===== src/rtl/bpredict_tagged.sv =====
// Tagged direct-mapped branch target buffer with saturating direction counters
// and a sequential invalidation sweep that blocks lookups while it runs.
`ifndef SIZE_ADDR
`define SIZE_ADDR 32
`endif

module bpredict_tagged #(
  parameter int unsigned INDEX_BITS = 4,
  parameter int unsigned TAG_BITS   = 6,
  parameter int unsigned CTR_BITS   = 2
) (
  input  logic                  iw_clk,
  input  logic                  iw_rst_n,
  input  logic [`SIZE_ADDR-1:0] iw_pc,
  output logic                  ow_hit,
  output logic                  ow_taken,
  output logic [`SIZE_ADDR-1:0] ow_target,
  input  logic                  iw_update,
  input  logic [`SIZE_ADDR-1:0] iw_update_pc,
  input  logic                  iw_actual_taken,
  input  logic [`SIZE_ADDR-1:0] iw_actual_target,
  input  logic                  iw_flush,
  output logic                  ow_busy
);

  localparam int unsigned EntryNum = 2 ** INDEX_BITS;
  localparam int unsigned TagLo    = INDEX_BITS;
  localparam int unsigned TagHi    = INDEX_BITS + TAG_BITS - 1;

  localparam logic [CTR_BITS-1:0] CtrWeakT  = CTR_BITS'(1) << (CTR_BITS - 1);
  localparam logic [CTR_BITS-1:0] CtrWeakNt = CtrWeakT - CTR_BITS'(1);
  localparam logic [CTR_BITS-1:0] CtrMax    = '1;
  localparam logic [CTR_BITS-1:0] CtrMin    = '0;
  localparam logic [INDEX_BITS-1:0] PtrLast = INDEX_BITS'(EntryNum - 1);

  typedef enum logic [0:0] {StIdle, StSweep} state_e;

  state_e                  state_q, state_d;
  logic [INDEX_BITS-1:0]   ptr_q, ptr_d;

  logic                    valid_q [EntryNum];
  logic [TAG_BITS-1:0]     tag_q   [EntryNum];
  logic [`SIZE_ADDR-1:0]   tgt_q   [EntryNum];
  logic [CTR_BITS-1:0]     ctr_q   [EntryNum];

  logic [INDEX_BITS-1:0]   idx, uidx;
  logic [TAG_BITS-1:0]     ltag, utag;
  logic                    u_hit, upd_en, sweep_clr;
  logic [CTR_BITS-1:0]     ctr_nxt;
  logic                    unused_pc_bits;

  // FSM: state register
  always_ff @(posedge iw_clk or negedge iw_rst_n) begin
    if (!iw_rst_n) begin
      state_q <= StIdle;
      ptr_q   <= '0;
    end else begin
      state_q <= state_d;
      ptr_q   <= ptr_d;
    end
  end

  // FSM: next state; a flush during the sweep does not restart it
  always_comb begin
    state_d = state_q;
    ptr_d   = ptr_q;
    unique case (state_q)
      StIdle: begin
        if (iw_flush) begin
          state_d = StSweep;
          ptr_d   = '0;
        end
      end
      StSweep: begin
        ptr_d = ptr_q + INDEX_BITS'(1);
        if (ptr_q == PtrLast) state_d = StIdle;
      end
      default: state_d = StIdle;
    endcase
  end

  // FSM: outputs
  always_comb begin
    ow_busy   = 1'b0;
    sweep_clr = 1'b0;
    unique case (state_q)
      StIdle:  ;
      StSweep: begin
        ow_busy   = 1'b1;
        sweep_clr = 1'b1;
      end
      default: ;
    endcase
  end

  // Lookup
  assign idx       = iw_pc[INDEX_BITS-1:0];
  assign ltag      = iw_pc[TagHi:TagLo];
  assign ow_hit    = valid_q[idx] && (tag_q[idx] == ltag) && !ow_busy;
  assign ow_taken  = ow_hit && ctr_q[idx][CTR_BITS-1];
  assign ow_target = ow_hit ? tgt_q[idx] : '0;

  // Update; a miss that resolved not-taken leaves the table alone
  assign uidx   = iw_update_pc[INDEX_BITS-1:0];
  assign utag   = iw_update_pc[TagHi:TagLo];
  assign u_hit  = valid_q[uidx] && (tag_q[uidx] == utag);
  assign upd_en = (state_q == StIdle) && iw_update && !iw_flush && (u_hit || iw_actual_taken);

  always_comb begin
    ctr_nxt = ctr_q[uidx];
    if (iw_actual_taken) begin
      if (ctr_q[uidx] != CtrMax) ctr_nxt = ctr_q[uidx] + CTR_BITS'(1);
    end else begin
      if (ctr_q[uidx] != CtrMin) ctr_nxt = ctr_q[uidx] - CTR_BITS'(1);
    end
  end

  always_ff @(posedge iw_clk or negedge iw_rst_n) begin
    if (!iw_rst_n) begin
      for (int i = 0; i < EntryNum; i++) begin
        valid_q[i] <= 1'b0;
        tag_q[i]   <= '0;
        tgt_q[i]   <= '0;
        ctr_q[i]   <= CtrWeakNt;
      end
    end else if (sweep_clr) begin
      valid_q[ptr_q] <= 1'b0;
    end else if (upd_en) begin
      if (u_hit) begin
        ctr_q[uidx] <= ctr_nxt;
        if (iw_actual_taken) tgt_q[uidx] <= iw_actual_target;
      end else begin
        valid_q[uidx] <= 1'b1;
        tag_q[uidx]   <= utag;
        tgt_q[uidx]   <= iw_actual_target;
        ctr_q[uidx]   <= CtrWeakT;
      end
    end
  end

  assign unused_pc_bits = ^{iw_pc[`SIZE_ADDR-1:TagHi+1], iw_update_pc[`SIZE_ADDR-1:TagHi+1]};

endmodule


===== config.mk =====
export PLATFORM = sky130hd
export DESIGN_NAME = bpredict_tagged
export DESIGN_NICKNAME = d
export VERILOG_FILES = /design/src/rtl/bpredict_tagged.sv
export SDC_FILE = /design/constraint.sdc
export NUM_CORES = 1
export LEC_CHECK = 0
export ABC_AREA = 0
export BUFFER_PORTS_ARGS = -buffer_cell sky130_fd_sc_hd__buf_2
export CORE_MARGIN = 5
export CORE_UTILIZATION = 55
export CTS_BUF_LIST = sky130_fd_sc_hd__clkbuf_8 sky130_fd_sc_hd__clkbuf_16
export DETAILED_ROUTE_END_ITERATION = 10
export PLACE_DENSITY = 0.75
export SLEW_MARGIN = 20
export SYNTH_ARGS = -nofsm -noshare
export SYNTH_HDL_FRONTEND = slang
export SYNTH_SLANG_ARGS = --single-unit
export TNS_END_PERCENT = 10

===== constraint.sdc =====
create_clock -name iw_clk -period 5 [get_ports iw_clk]
set_clock_uncertainty 0.05 [all_clocks]
set_input_delay 0.5 -clock iw_clk [delete_from_list [all_inputs] [get_ports iw_clk]]
set_output_delay 0.5 -clock iw_clk [all_outputs]
set_load 0.03 [all_outputs]

== Yosys cells after proc, flatten, opt, wreduce, memory -nomap -nowiden ==
Index checks and enable logic that the tools add are counted.

* Register bits: 661
* Input bits: 101
* Output and inout port bits: 35

* Add/subtract/negate cells: 3
* Order comparisons: 5
* Equality and inequality tests: 7
* Multiplexer cells: 50
* Bitwise logic cells: 12
* Reductions and logical operators: 18

{| class="wikitable"
|+ Operators by type and width
! operator !! count
|-
| 2-to-1 mux 512 bit || 2
|-
| bitwise mux 512 bit || 1
|-
| 2-to-1 mux 32 bit || 5
|-
| binary-select mux 32 bit (select 4 bit) || 1
|-
| demux 32 bit (select 4 bit) || 1
|-
| bitwise mux 96 bit || 1
|-
| binary-select mux 6 bit (select 4 bit) || 2
|-
| 2-to-1 mux 16 bit || 3
|-
| bitwise AND 16 bit || 2
|-
| bitwise mux 32 bit || 1
|-
| inverter 16 bit || 2
|-
| bitwise OR 16 bit || 2
|-
| 2-to-1 mux 6 bit || 5
|-
| demux 6 bit (select 4 bit) || 1
|-
| binary-select mux 2 bit (select 4 bit) || 2
|-
| 2-to-1 mux 2 bit || 8
|-
| greater-or-equal comparator 5 bit, second input constant || 3
|-
| inverter 4 -> 5 bit || 3
|-
| == test 6 bit || 2
|-
| less-than comparator 5 x 1 -> 1 bit, second input constant || 2
|-
| logical AND 1 bit || 9
|-
| 2-to-1 mux 1 bit || 9
|-
| binary-select mux 1 bit (select 4 bit) || 2
|-
| demux 1 bit (select 4 bit) || 2
|-
| 15 further kinds || 24
|}

== Longest topological paths before layout ==
* Depth after elaboration: 10
* Depth in mapped cells: 13
* Gate-level depth less buffers: 7

== Worst setup path after synthesis ==
Ideal clock, no wire load.

* Path type: input port to output port
* From: input port iw_pc[0]
* To: output port ow_target[1]
* Data arrival time: 2998 ps
* Required time: 4450 ps
* Path slack: 1452 ps
* Stages: 10
* Cells stage by stage: buf_6 buf_8 buf_2 mux4_2 mux2i_1 a21oi_1 xor2_1 or4_1 buf_6 nor2b_1

* Cells in the longest elaborated chain, start to end: 8
* Elaborated cells between the ends (all ways): 14

{| class="wikitable"
|+ Ends and longest elaborated chain
! item !! RTL line !! text
|-
| start: declaration || 14 || <nowiki>input logic [`SIZE_ADDR-1:0] iw_pc,</nowiki>
|-
| inverter 4 -> 5 bit (implied by the code) * || 99, 101 ||
|-
| binary-select mux 6 bit (select 4 bit) || 99 || <nowiki>assign ow_hit = valid_q[idx] && (tag_q[idx] == ltag) && !ow_busy;</nowiki>
|-
| 2-to-1 mux 6 bit (implied by the code) (2 in series) || 99 ||
|-
| == test 6 bit || 99 ||
|-
| logical AND 1 bit (2 in series) || 99 ||
|-
| 2-to-1 mux 32 bit * || 101 || <nowiki>assign ow_target = ow_hit ? tgt_q[idx] : '0;</nowiki>
|-
| end: declaration || 17 || <nowiki>output logic [`SIZE_ADDR-1:0] ow_target,</nowiki>
|}

Mark *: on every way between the ends. The rest lies on a longest branch, timed or not. The select of a mux whose other input is x is not followed.

== Worst setup path after layout ==
* From: register tag_q[27] in the netlist's numbering
* To: output port ow_target[0]

* Cells in the longest elaborated chain, start to end: 7

{| class="wikitable"
|+ Ends and longest elaborated chain
! item !! RTL line !! text
|-
| start: declaration || 42 || <nowiki>logic [TAG_BITS-1:0] tag_q [EntryNum];</nowiki>
|-
| start signal: indexed assignment || 134 || <nowiki>tag_q[uidx] <= utag;</nowiki>
|-
| binary-select mux 6 bit (select 4 bit) || 99 ||
|-
| 2-to-1 mux 6 bit (implied by the code) (2 in series) || 99 ||
|-
| == test 6 bit || 99 ||
|-
| logical AND 1 bit (2 in series) || 99 ||
|-
| 2-to-1 mux 32 bit || 101 ||
|}

No other way between the ends. The select of a mux whose other input is x is not followed.

==> qor.yml <==
global_routing:
  grt_overflow: 0
  antenna_found_initial: 4
  grt_util_met2_pct: 39.5
  grt_max_degree: 131
  gr-usage-met3_pct: 4.99
  grt_pass1_wl_um: 118000
  grt.busiest_layer: "met2"
  grt_pass1_vias: 19800
  grtUsageMet1_pct: 33.4
  grt.total_usage_pct: 24.2
logic_synthesis:
  ys_types: 58
  synth-edff-count: 0
  async_flop_share_pct: 100
  ys_ff_latch: 661
  synth_area_um2: 31600
  ys_seq_area_share_pct: 52.4
  synth.avg_cell_area_um2: 15.5
  synth_ff_type: "dfrtp_1"
  yosys_warnings: 0
  syn_nets: 2140
  syn_inst: 2035
timing:
  fmax_mhz: 236
  setup_viol: 0
  fin_hold_ws_ns: 0.194
  fin_crit_sh_pct: 84.9
  relSlewSlack_pct: 27.3
  rsz0062_at_grt: "no"
  tightest_slew_ns: 1.09
  timing.final.hold_violations: 0
  drv_slew: 0
  tns_ns: 0
  min_period_ns: 4.25
die:
  start_util_pct: 55.8
  core-area_um2: 56600
  pin_count: 136
  die_w_um: 250
  die_height_um: 250
  fp.dieArea_um2: 62400
  num_rows: 87
detailed_routing:
  drt-initial-drc-count: 1698
  drc_errors: 0
  vias: 18300
  vias_per_cell: 6.33
  first_pass_iters: 5
  ant_nets: 0
  drt_wl_total_um: 75300
  wl_per_cell_um: 26.1
pwr:
  peakVddDrop_mv: 0.246
  leakage_nw: 17.0
  p_per_area_nw_per_um2: 354
cells_and_area:
  syn_to_final_growth_pct: 11.1
  final_area_um2: 35100
  drive_above_1_share_pct: 52.6
  nNetsFinal: 2186
  num_antenna_cells: 0
  fillers: 4141
placement:
  dp_hpwl_um: 43900
  gp_congestion: 0.814
  port_buffers: 91
  place_area_um2: 32800
worst_setup_path:
  endpoint: "ow_target[0]"
  worstReg2RegStart: "tag_q[27]$_DFFE_PN0P_"
  reg2reg_depth: 7
  critPathLaunch: "tag_q[27]$_DFFE_PN0P_"
  reg2reg_slack_ns: 1.50
  r2r_end: "tag_q[64]$_DFFE_PN0P_"
  crit_required_ns: 4.45
  cp_max_fo: 12
  critPathLaunchType: "flip-flop"
  cp_slowest_stage_delay_ns: 0.62
  crit_type: "reg2out"
  path_cells: "mux4_1 > mux4_2 > xnor2_1 > nand3_1 > or4_4 > buf_12 > and2b_2 > buf_2"
  cp.arrival_ns: 3.70
  cpMaxStageDelayCell: "or4_4"
  cp-end-kind: "output port"
cts:
  path_clk_slew_ns: 0.06
  tritoncts: "done"
  clock_path_buffers: 3
  htreeDepth: 3
  clk_latency_ns: 0.60
  cts_root_buf: "clkbuf_16"
  cts_sinks: 661
  cts_made_buffers: 70
job:
  max_cap_viol_count: 0
run_status:
  outcome: "completed"
worst_hold_path:
  hold_class: "in2reg"
  min_path_cells: 3
[cell usage in the layout (no fill, tap or decap), drive strengths merged, types with 5 or more instances in the layout]
cell type / n
nor2b: 37
a2bb2oi: 5
nand2: 145
mux2i: 14
o22ai: 11
clkbuf: 92
buf: 140
dfstp: 16
clkinv: 6
a21oi: 19
inv: 52
nor2: 24
dfrtp: 645
o22a: 16
o2bb2ai: 5
xnor2: 9
xor2: 6
mux4: 234
nand3: 15
o21ai: 11
mux2: 578
[sequential cells by signal (all words and copies together), names as in the netlist]
name     count
ptr_q        4
ctr_q       32
state_q      1
tgt_q      512
valid_q     16
tag_q       96
[power breakdown]
group | internal [mW] | switching, mW | total [mW]
logic | 0.722 | 0.629 | 1.35
registers | 5.79 | 0.267 | 6.06
clock network | 2.92 | 2.11 | 5.03
[how the worst min path moves through the flow]
stage                                from                      to  slack, ns
floorplan                        iw_rst_n   ctr_q[11]$_DFFE_PN0P_       0.15
global placement    ctr_q[14]$_DFFE_PN1P_   ctr_q[14]$_DFFE_PN1P_       0.40
detailed placement   ctr_q[2]$_DFFE_PN1P_    ctr_q[2]$_DFFE_PN1P_       0.40
CTS                              iw_rst_n  tgt_q[233]$_DFFE_PN0P_       0.02
global route         iw_actual_target[21]  tgt_q[117]$_DFFE_PN0P_       0.20
finish               iw_actual_target[10]  tgt_q[106]$_DFFE_PN0P_       0.19
[through the flow]
stage / total power [mW] / setup WS [ns] / std cells / utilization (%)
floorplan: 7.03 / 1.45 / 2035 / -
global placement: 7.40 / 0.855 / 2763 / 58.0
detailed placement: 7.50 / 0.813 / 2763 / 58.0
CTS: 12.5 / 0.727 / 2887 / 62.0
global route: 12.9 / 0.688 / 2889 / 62.0
finish: 12.4 / 0.755 / 2889 / 62.0
[worst max-delay path: cells and delay by family (launching register included)]
family	cells	cell delay (ns)
and+or+nand+nor	3	1.05
DFF	1	0.40
muxes	2	1.01
buffers and inverters	2	0.43
xor gates and xnor gates	1	0.20
[layer usage]
metal	share of wire, %	up-vias	routed length, um
li1	-	7684	-
met1	42	9932	31300
met2	50	532	37600
met3	5.7	138	4280
met4	2.7	8	2050
met5	0.069	-	52
[synth_stat cells, drive strengths merged (11+ instances only)]
library cell | number | share of area, %
inv | 26 | 0.31
mux2i | 14 | 0.44
nand2 | 145 | 1.8
dfstp | 16 | 1.3
o22ai | 11 | 0.22
nor2b | 37 | 1.4
dfrtp | 645 | 51
nand3 | 15 | 0.27
mux2 | 578 | 21
a21oi | 19 | 0.30
nor2 | 24 | 0.31
buf | 72 | 1.4
mux4 | 234 | 17
clkbuf | 95 | 1.1
o22a | 16 | 0.44
o21ai | 11 | 0.17
[repair_timing]
item | CTS | global route
gates resized for setup | 0 | 0
endpoints found under the hold margin | 0 | 57
hold buffers | 0 | 1
setup buffers | 0 | 0
[final cells by class]
class | instances | area [um^2] | area share, %
Sequential cell | 661 | 16600 | 47.2
Timing Repair Buffer | 141 | 1020 | 2.90
Clock inverter | 32 | 153 | 0.435
Inverter | 26 | 97.6 | 0.278
Tap cell | 756 | 946 | 2.69
Clock buffer | 92 | 2090 | 5.95
Multi-Input combinational cell | 1181 | 14200 | 40.6
[kinds of logic after synthesis]
| family | synth area share, % |
|---|---|
| AOI/OAI and AO/OA | 1.82 |
| xor gates and xnor gates | 0.416 |
| adders and majority gates | 0.190 |
| buffers and inverters | 2.79 |
| DFF | 52.4 |
| muxes | 37.9 |
| and+or+nand+nor | 4.51 |
No activity file was read; power rests on OpenSTA's default activity.
